`config.mk`:
```
export PLATFORM = sky130hd
export DESIGN_NAME = rom_read_arbiter
export DESIGN_NICKNAME = d
export VERILOG_FILES = /design/src/rtl/rom_arb_pkg.sv /design/src/rtl/rom_arb_grant.sv /design/src/rtl/rom_read_arbiter.sv
export SDC_FILE = /design/constraint.sdc
export NUM_CORES = 1
export LEC_CHECK = 0
export CAP_MARGIN = 15
export CORE_MARGIN = 2
export CORE_UTILIZATION = 43
export CTS_CLUSTER_SIZE = 24
export DETAILED_ROUTE_END_ITERATION = 10
export PLACE_DENSITY_LB_ADDON = 0.08
export SLEW_MARGIN = 20
export SYNTH_ARGS = -nofsm -noshare
export SYNTH_HDL_FRONTEND = slang
export SYNTH_SLANG_ARGS = --single-unit
```
`constraint.sdc`:
```
create_clock -name w_clk_low -period 3.75 [get_ports w_clk_low]
set_input_delay 1.125 -clock w_clk_low [delete_from_list [all_inputs] [get_ports w_clk_low]]
set_output_delay 1.125 -clock w_clk_low [all_outputs]
set_load 0.05 [all_outputs]
```
`src/rtl/rom_arb_pkg.sv`:
```
// Shared types and helpers for the two-port ROM read arbiter: FSM states,
// request size codes, beat count and alignment checks.
package rom_arb_pkg;

  localparam int BEAT_W = 2;

  typedef enum logic [1:0] {
    IDLE = 2'd0,
    READ = 2'd1,
    RESP = 2'd2
  } state_t;

  typedef enum logic [1:0] {
    SZ_BYTE = 2'b00,
    SZ_HALF = 2'b01,
    SZ_WORD = 2'b10,
    SZ_RSVD = 2'b11
  } size_t;

  function automatic logic [BEAT_W:0] size_to_beats(input logic [1:0] size);
    case (size)
      SZ_HALF: size_to_beats = 3'd2;
      SZ_WORD: size_to_beats = 3'd4;
      default: size_to_beats = 3'd1;
    endcase
  endfunction

  // Reserved size or a half/word not on its natural boundary.
  function automatic logic is_bad_req(input logic [1:0] size, input logic [1:0] addr_lsb);
    case (size)
      SZ_HALF: is_bad_req = addr_lsb[0];
      SZ_WORD: is_bad_req = (addr_lsb != 2'b00);
      SZ_RSVD: is_bad_req = 1'b1;
      default: is_bad_req = 1'b0;
    endcase
  endfunction

endpackage

```
`src/rtl/rom_arb_grant.sv`:
```
// Grant selection between fetch (port 0) and data load (port 1).
// ROM_ARB_RR_EN selects round-robin on contention; otherwise port 1 always wins.
module rom_arb_grant (
  input  logic w_clk_low,
  input  logic rst,
  input  logic i_req0_valid,
  input  logic i_req1_valid,
  input  logic i_accept,
  output logic o_grant0,
  output logic o_grant1
);

`ifdef ROM_ARB_RR_EN
  // r_ptr names the port preferred on the next contended cycle.
  logic r_ptr;

  always_ff @(posedge w_clk_low) begin
    if (rst) begin
      r_ptr <= 1'b0;
    end else if (i_accept) begin
      r_ptr <= o_grant0;
    end
  end

  assign o_grant0 = i_req0_valid & (~i_req1_valid | ~r_ptr);
  assign o_grant1 = i_req1_valid & (~i_req0_valid |  r_ptr);
`else
  logic w_unused;
  assign w_unused = ^{w_clk_low, rst, i_accept};

  assign o_grant1 = i_req1_valid;
  assign o_grant0 = i_req0_valid & ~i_req1_valid;
`endif

endmodule

```
`src/rtl/rom_read_arbiter.sv`:
```
// Two-port arbiter over a byte-wide combinational ROM: sequences 1/2/4 byte
// reads, assembles little-endian data and returns it with an error flag (see ROM_ARB_RR_EN).
module rom_read_arbiter
  import rom_arb_pkg::*;
#(
  parameter int          ADDR_W   = 32,
  parameter logic [31:0] ERR_DATA = 32'h0000_0000
) (
  input  logic              w_clk_low,
  input  logic              rst,
  input  logic              req0_valid,
  input  logic [ADDR_W-1:0] req0_addr,
  input  logic [1:0]        req0_size,
  output logic              req0_ready,
  output logic              resp0_valid,
  output logic [31:0]       resp0_data,
  output logic              resp0_err,
  input  logic              req1_valid,
  input  logic [ADDR_W-1:0] req1_addr,
  input  logic [1:0]        req1_size,
  output logic              req1_ready,
  output logic              resp1_valid,
  output logic [31:0]       resp1_data,
  output logic              resp1_err,
  output logic [ADDR_W-1:0] rom_addr,
  input  logic [7:0]        rom_data,
  input  logic              rom_illegal
);

  state_t              r_state;
  state_t              w_state_nxt;
  logic                r_port;
  logic [ADDR_W-1:0]   r_base;
  logic [BEAT_W-1:0]   r_beat;
  logic [BEAT_W-1:0]   r_last;
  logic [31:0]         r_data;
  logic                r_err;

  logic                w_grant0;
  logic                w_grant1;
  logic                w_idle;
  logic                w_accept;
  logic                w_sel_port;
  logic [ADDR_W-1:0]   w_sel_addr;
  logic [1:0]          w_sel_size;
  logic                w_sel_bad;
  logic                w_last_beat;
  logic                w_resp;
  logic [31:0]         w_resp_data;

  rom_arb_grant u_grant (
    .w_clk_low    (w_clk_low),
    .rst          (rst),
    .i_req0_valid (req0_valid),
    .i_req1_valid (req1_valid),
    .i_accept     (w_accept),
    .o_grant0     (w_grant0),
    .o_grant1     (w_grant1)
  );

  assign w_idle     = (r_state == IDLE);
  assign req0_ready = w_idle & w_grant0;
  assign req1_ready = w_idle & w_grant1;
  assign w_accept   = (req0_valid & req0_ready) | (req1_valid & req1_ready);

  assign w_sel_port = w_grant1;
  assign w_sel_addr = w_grant1 ? req1_addr : req0_addr;
  assign w_sel_size = w_grant1 ? req1_size : req0_size;
  assign w_sel_bad  = is_bad_req(w_sel_size, w_sel_addr[1:0]);

  assign w_last_beat = (r_beat == r_last);

  always_comb begin
    // NOTE: next state defaults to the current one so no path through the case infers a latch.
    w_state_nxt = r_state;
    case (r_state)
      IDLE: if (w_accept) w_state_nxt = w_sel_bad ? RESP : READ;
      READ: if (w_last_beat) w_state_nxt = RESP;
      RESP: w_state_nxt = IDLE;
      default: w_state_nxt = IDLE;
    endcase
  end

  always_ff @(posedge w_clk_low) begin
    if (rst) begin
      // NOTE: state uses non-blocking assignments so every register samples pre-edge values.
      r_state <= IDLE;
      r_port  <= 1'b0;
      r_base  <= '0;
      r_beat  <= '0;
      r_last  <= '0;
      r_data  <= '0;
      r_err   <= 1'b0;
    end else begin
      r_state <= w_state_nxt;
      if (w_accept) begin
        r_port <= w_sel_port;
        r_base <= w_sel_addr;
        r_beat <= '0;
        r_last <= BEAT_W'(size_to_beats(w_sel_size) - 3'd1);
        r_data <= '0;
        r_err  <= w_sel_bad;
      end else if (r_state == READ) begin
        r_data[{r_beat, 3'b000} +: 8] <= rom_data;
        r_err  <= r_err | rom_illegal;
        r_beat <= w_last_beat ? '0 : r_beat + 1'b1;
      end
    end
  end

  // Base plus beat wraps modulo 2^ADDR_W, so reads at the top of memory are legal.
  assign rom_addr = (r_state == READ) ? (r_base + ADDR_W'(r_beat)) : '0;

  assign w_resp      = (r_state == RESP);
  assign w_resp_data = r_err ? ERR_DATA : r_data;

  assign resp0_valid = w_resp & ~r_port;
  assign resp0_data  = resp0_valid ? w_resp_data : 32'h0;
  assign resp0_err   = resp0_valid & r_err;

  assign resp1_valid = w_resp & r_port;
  assign resp1_data  = resp1_valid ? w_resp_data : 32'h0;
  assign resp1_err   = resp1_valid & r_err;

endmodule

```
==> results.toml, run 1 <==
[power]
p_leak_nw = 2.73
cellPowerDensity_nw_per_um2 = 313
peakVddDrop_v = 0.000191
power.total_mw = 2.32

[grt]
grt_usage_pct = 25.2
grt_pass1_wl_mm = 21.1
grt-ovfl-total = 0
grt_max_degree = 33
first_global_vias = 4232
antenna_found_initial = 0

[synthesis]
synth_area_leader_cell = "dfxtp_1"
syn_area_um2 = 4230
syn_area_per_cell_um2 = 8.56
synth-seq-cells = 72
asyncSetResetFlopFracSynth_pct = 0
ys.flop_type = "dfxtp_1"
synthTopCellsByArea = "dfxtp_1 (34%), and2_1 (10%), mux2i_1 (7.8%)"
synth_top_area_share_pct = 34.1
synth_cells = 494
yosys_warnings = 0
synth_cell_types = 43
synth_edf_count = 0
ys_seq_area_share_pct = 34.1
syn_nets = 587

[setup_path]
crit_fanout = 5
critPathLaunchType = "register"
worstPathRequired_ns = 2.62
crit_type = "register to output port"
arrival_ns = 2.55
r2r_setup_slack_ns = 1.27
rr_worst_depth = 7
end_kind = "output port"

[clocking]
cts_sinks = 72
cts_hold_buf = 0
clockBufferDepth = 2
cts_root_buffer = "clkbuf_8"
cts_made_buffers = 9
cts_max_level = 3
cts_tree = "yes"
path_clk_slew_ns = 0.08
insertion_delay_ns = 0.34

[floorplan]
fp.coreArea_um2 = 9640
fp-row-count = 36
die_area_um2 = 10600
io_pins = 183
die_height_um = 103
start_util_pct = 43.9
die_width_um = 103

[routing]
drtIter0Drc = 172
viasPerCell = 5.44
num_vias = 4431
drt_wl_total_mm = 13.6
firstDrtPassIters = 5
drtAntennaViolNets = 0
drc = 0
wire_per_inst_um = 16.7

[timing]
finClkSkew_ns = 0.00923
rsz0062_at_grt = "no"
fin_crit_ns = 3.67
maxSlewHeadroom_pct = 39.7
post-route-period-util_pct = 97.9
hold_viol_final = 0
final_max_slew_viol_count = 0
worst_pin_slew_ns = 0.902
setup_viol = 0
max_freq_mhz = 272
fin_ws_ns = 0.0778

[final_layout]
num_antenna_cells = 0
syn_to_final_growth_pct = 75.5
final_common_cell = "clkdlybuf4s50_1"
layout.nets = 769
fin_util_pct = 77.0
drive_above_1_share_pct = 25.1
mostFrequentLayoutCells = "clkdlybuf4s50_1 (85), buf_12 (83), and2_1 (69)"

[flow_run]
maxCapViolations = 0

[placement]
portBuffers = 182
hpwl_mm = 10.2
place_congestion = 0.826
dp_slack_ns = 0.0988

[run_status]
status = "finished clean"

[min_path]
hold_class = "register to register"
min_delay_path_depth = 1
## synthesized netlist by cell type, drive strengths merged, types with 2 or more instances
library cell and count:
a211oi 2, a21oi 20, a22o 4, a22oi 33, and2 69, and4 2
buf 7, clkbuf 27, dfxtp 72, ha 11, inv 12, mux2 2
mux2i 33, nand2 11, nand2b 2, nand3 11, nand3b 4, nand4 7
nor2 53, nor2b 4, nor3 7, nor3b 2, nor4 8, nor4b 4
o21ai 5, o22ai 8, o2bb2ai 23, o31ai 11, or2 2, or3 3
or4 15, xnor2 13
## state kept, by name (all words and copies together), names as in the netlist
name	cells
r_beat	2
r_state	2
r_base	32
r_port	1
r_last	2
r_data	32
r_err	1
## path summary, 6_finish.rpt
| check | from | end |
|---|---|---|
| worst min-delay path | r_base[24] | r_base[24] |
| worst max register to register | r_beat[0] | r_data[23] |
| worst max-delay path | r_beat[0] | rom_addr[18] |
| worst min register to register | r_base[24] | r_base[24] |
## per-stage QoR
| stage | instance area, µm² | hold WS [ns] | cells | setup TNS [ns] |
|---|---|---|---|---|
| floorplan | 4260 | 0.446 | 494 | 0 |
| CTS | 7320 | 0.501 | 809 | -0.00386 |
| global placement | 7030 | 0.469 | 791 | 0 |
| global route | 7420 | 0.522 | 814 | 0 |
| finish | 7420 | 0.506 | 814 | 0 |
| detailed placement | 7030 | 0.478 | 791 | 0 |
## area by class of cell
type / instances / area [µm²]
Timing Repair Buffer: 204 / 2780
Multi-Input combinational cell: 377 / 2730
Fill cell: 681 / 2220
Sequential cell: 72 / 1450
Tap cell: 133 / 166
Clock buffer: 12 / 155
Clock inverter: 4 / 98.8
Inverter: 12 / 45.0
## repair_timing
item | in CTS | in global routing
buffers inserted | 2 | 4
gates cloned | 0 | 1
gates resized for setup | 7 | 17
setup endpoints to repair | 14 | 13
pin swaps | 2 | 8
## worst max-delay path: stages (launching register included)
cell and delay, ns:
dfxtp_1 0.37, ha_4 0.16, fa_2 0.25, nand3_4 0.10, or3_4 0.44, or4_4 0.54, a21oi_4 0.19, buf_12 0.15
## cells by family after synthesis
| family | count (synthesis) | synth area share, % |
|---|---|---|
| DFF | 72 | 34.1 |
| muxes | 35 | 8.34 |
| xor gates and xnor gates | 14 | 2.90 |
| and+or+nand+nor | 206 | 28.2 |
| AOI/OAI and AO/OA | 109 | 18.5 |
| adders and majority gates | 12 | 3.73 |
| buffers and inverters | 46 | 4.23 |
## routing by layer
metal  GRT usage [%]  share of wire, %  vias up  wire length, µm
met1            30.0                41     2071             5580
li1                -                 -     2159                -
met5               0                 0        -                0
met2            45.5                51      184             7000
met3            5.65               6.0       17              823
met4            7.09               1.5        0              202
## report_power, final
| group | switching [mW] | total (mW) | internal [mW] |
|---|---|---|---|
| Sequential | 0.0962 | 0.932 | 0.836 |
| Combinational | 0.346 | 0.617 | 0.271 |
| Clock | 0.292 | 0.774 | 0.481 |
| Total | 0.735 | 2.32 | 1.59 |
(Power assumes the default switching activity.)
==> inputs of run 2 (changes only) <==
Settings changed: REMOVE_ABC_BUFFERS set to 1.
==> run 2 against run 1 <==
  * Sequential power down 0.8%
  * Register-to-register slack worse by 0.19 ns
  * Total power down 2.7%
  * Clock power down 8.9%
  * Utilization down 0.19 points
  * Final cell count up 0.12%
  * Wire length up 0.43%
  * Largest cell class unchanged
==> results.toml, run 2 (synthesized netlist as in run 1, its figures left out) <==
[clocking]
cts_sinks = 72
cts_max_level = 3
insertion_delay_ns = 0.35
cts_hold_buf = 0
cts_tree = "yes"
cts_made_buffers = 9
cts_root_buffer = "clkbuf_8"
clockBufferDepth = 2
path_clk_slew_ns = 0.08

[power]
power.total_mw = 2.26
combinationalPowerShare_pct = 27.9
p_int_mw = 1.52
swShare_pct = 32.8
p_clk_share_pct = 31.2
cellPowerDensity_nw_per_um2 = 305
p_seq_share_pct = 40.9
peakVddDrop_v = 0.000192
p_leak_nw = 2.73
power.switching_mw = 0.741

[final_layout]
fin_util_pct = 76.8
mostFrequentLayoutCells = "clkdlybuf4s50_1 (85), buf_12 (85), and2_1 (69)"
layout.nets = 770
num_antenna_cells = 0
drive_above_1_share_pct = 24.8
syn_to_final_growth_pct = 75.1
reg_top3 = "r_base (32), r_data (32)"

[placement]
hpwl_mm = 9.99
portBuffers = 182
place_congestion = 0.802

[flow_run]
maxCapViolations = 0

[setup_path]
crit_type = "register to output port"
critPathLaunchType = "register"
rr_worst_depth = 7
max_stage_delay_ns = 0.53
end_kind = "output port"
critical_path.top_delay_family = "simple AND/OR/NAND/NOR gates"
worstPathRequired_ns = 2.62
worstPathCellList = "ha_2, fa_2, nand3_4, or3_4, or4_4, a21oi_2, buf_12"
r2r_end = "r_data[3]"
arrival_ns = 2.59
crit_buf_inv = 1
r2r_start = "r_beat[0]"
cp.depth = 7
r2r_setup_slack_ns = 1.08
crit_fanout = 7
slowest_stage = "or4_4"

[floorplan]
die_area_um2 = 10600
fp-row-count = 36
die_width_um = 103
fp.coreArea_um2 = 9640
io_pins = 183
die_height_um = 103
start_util_pct = 43.9

[timing]
hold_viol_final = 0
finClkSkew_ns = 0.00784
setup_viol = 0
post-route-period-util_pct = 99.0
final_max_slew_viol_count = 0
rsz0062_at_grt = "yes"
maxSlewHeadroom_pct = 19.7
setup_tns_ns = 0
worst_pin_slew_ns = 1.20
max_freq_mhz = 269
fin_crit_ns = 3.71

[grt]
antenna_found_initial = 0
grt_max_degree = 33
grt_pass1_wl_mm = 21.5
grt-ovfl-total = 0
grt_usage_pct = 25.9
first_global_vias = 4417

[routing]
firstDrtPassIters = 4
drc = 0
num_vias = 4511
viasPerCell = 5.53
drtAntennaViolNets = 0
drt_wl_total_mm = 13.7
drtIter0Drc = 212
wire_per_inst_um = 16.8

[run_status]
status = "finished clean"

[min_path]
hold_start = "r_base[31]"
min_delay_path_depth = 1
hold_class = "register to register"
min_to = "r_base[31]"
[run 2: cell count changes in the layout (fill, tap and decap cells not counted), moves of 2 or more]
cell,delta
buf_12,+2
or4_4,-2
clkinv_2,+2
or4_1,+2
[run 2: per-stage QoR]
step | hold slack (ns) | instance area (µm²) | std cells | setup slack [ns]
floorplan | 0.446 | 4100 | 460 | -0.474
global placement | 0.470 | 7020 | 791 | 0.224
detailed placement | 0.473 | 7030 | 791 | 0.136
CTS | 0.491 | 7330 | 810 | -0.0184
global route | 0.519 | 7400 | 815 | -0.0151
finish | 0.491 | 7400 | 815 | 0.0372
[run 2: how the worst max path moves through the flow]
stage / from / to
after floorplan: r_state[1] / resp0_data[0]
after global placement: r_base[0] / rom_addr[18]
after detailed placement: r_base[0] / rom_addr[30]
after CTS: r_base[3] / rom_addr[19]
after global routing: r_base[0] / rom_addr[30]
final: r_base[0] / rom_addr[30]
[run 2: timing repair]
item | 4_1_cts | 5_1_grt
endpoints found under the setup margin | 14 | 13
gates cloned | 1 | 0
gates resized for setup | 12 | 12
pin swaps | 4 | 7
buffers inserted | 2 | 5
[run 2: cell type report]
class / instances / area [µm²]
fill: 713 / 2240
tap: 133 / 166
multi-input combinational: 377 / 2700
inverter: 12 / 45.0
clock buffer: 11 / 151
clock inverter: 5 / 78.8
sequential: 72 / 1450
timing repair buffer: 205 / 2810
[run 2: per-layer routing]
layer	vias up	GRT usage (%)	routed length, µm
li1	2161	-	-
met1	2096	29.7	5310
met2	227	47.4	7070
met3	27	4.70	978
met4	0	10.4	317
met5	-	0	0
[run 2: power by group through the flow]
| stage | logic (mW) | clock network (mW) | registers, mW |
|---|---|---|---|
| after detailed placement | 0.615 | 0 | 0.935 |
| after floorplan | 0.326 | 0 | 0.915 |
| after global placement | 0.599 | 0 | 0.930 |
| final | 0.631 | 0.705 | 0.925 |
| after global routing | 0.675 | 0.748 | 0.936 |
| after CTS | 0.625 | 0.710 | 0.919 |
[run 2: worst register-to-register path, stage by stage (launching register included)]
cell,delay [ns]
dfxtp_1,0.33
buf_4,0.16
inv_1,0.20
ha_1,0.19
nand3b_1,0.40
nor4b_2,1.03
a22oi_1,0.15
nor2_1,0.16
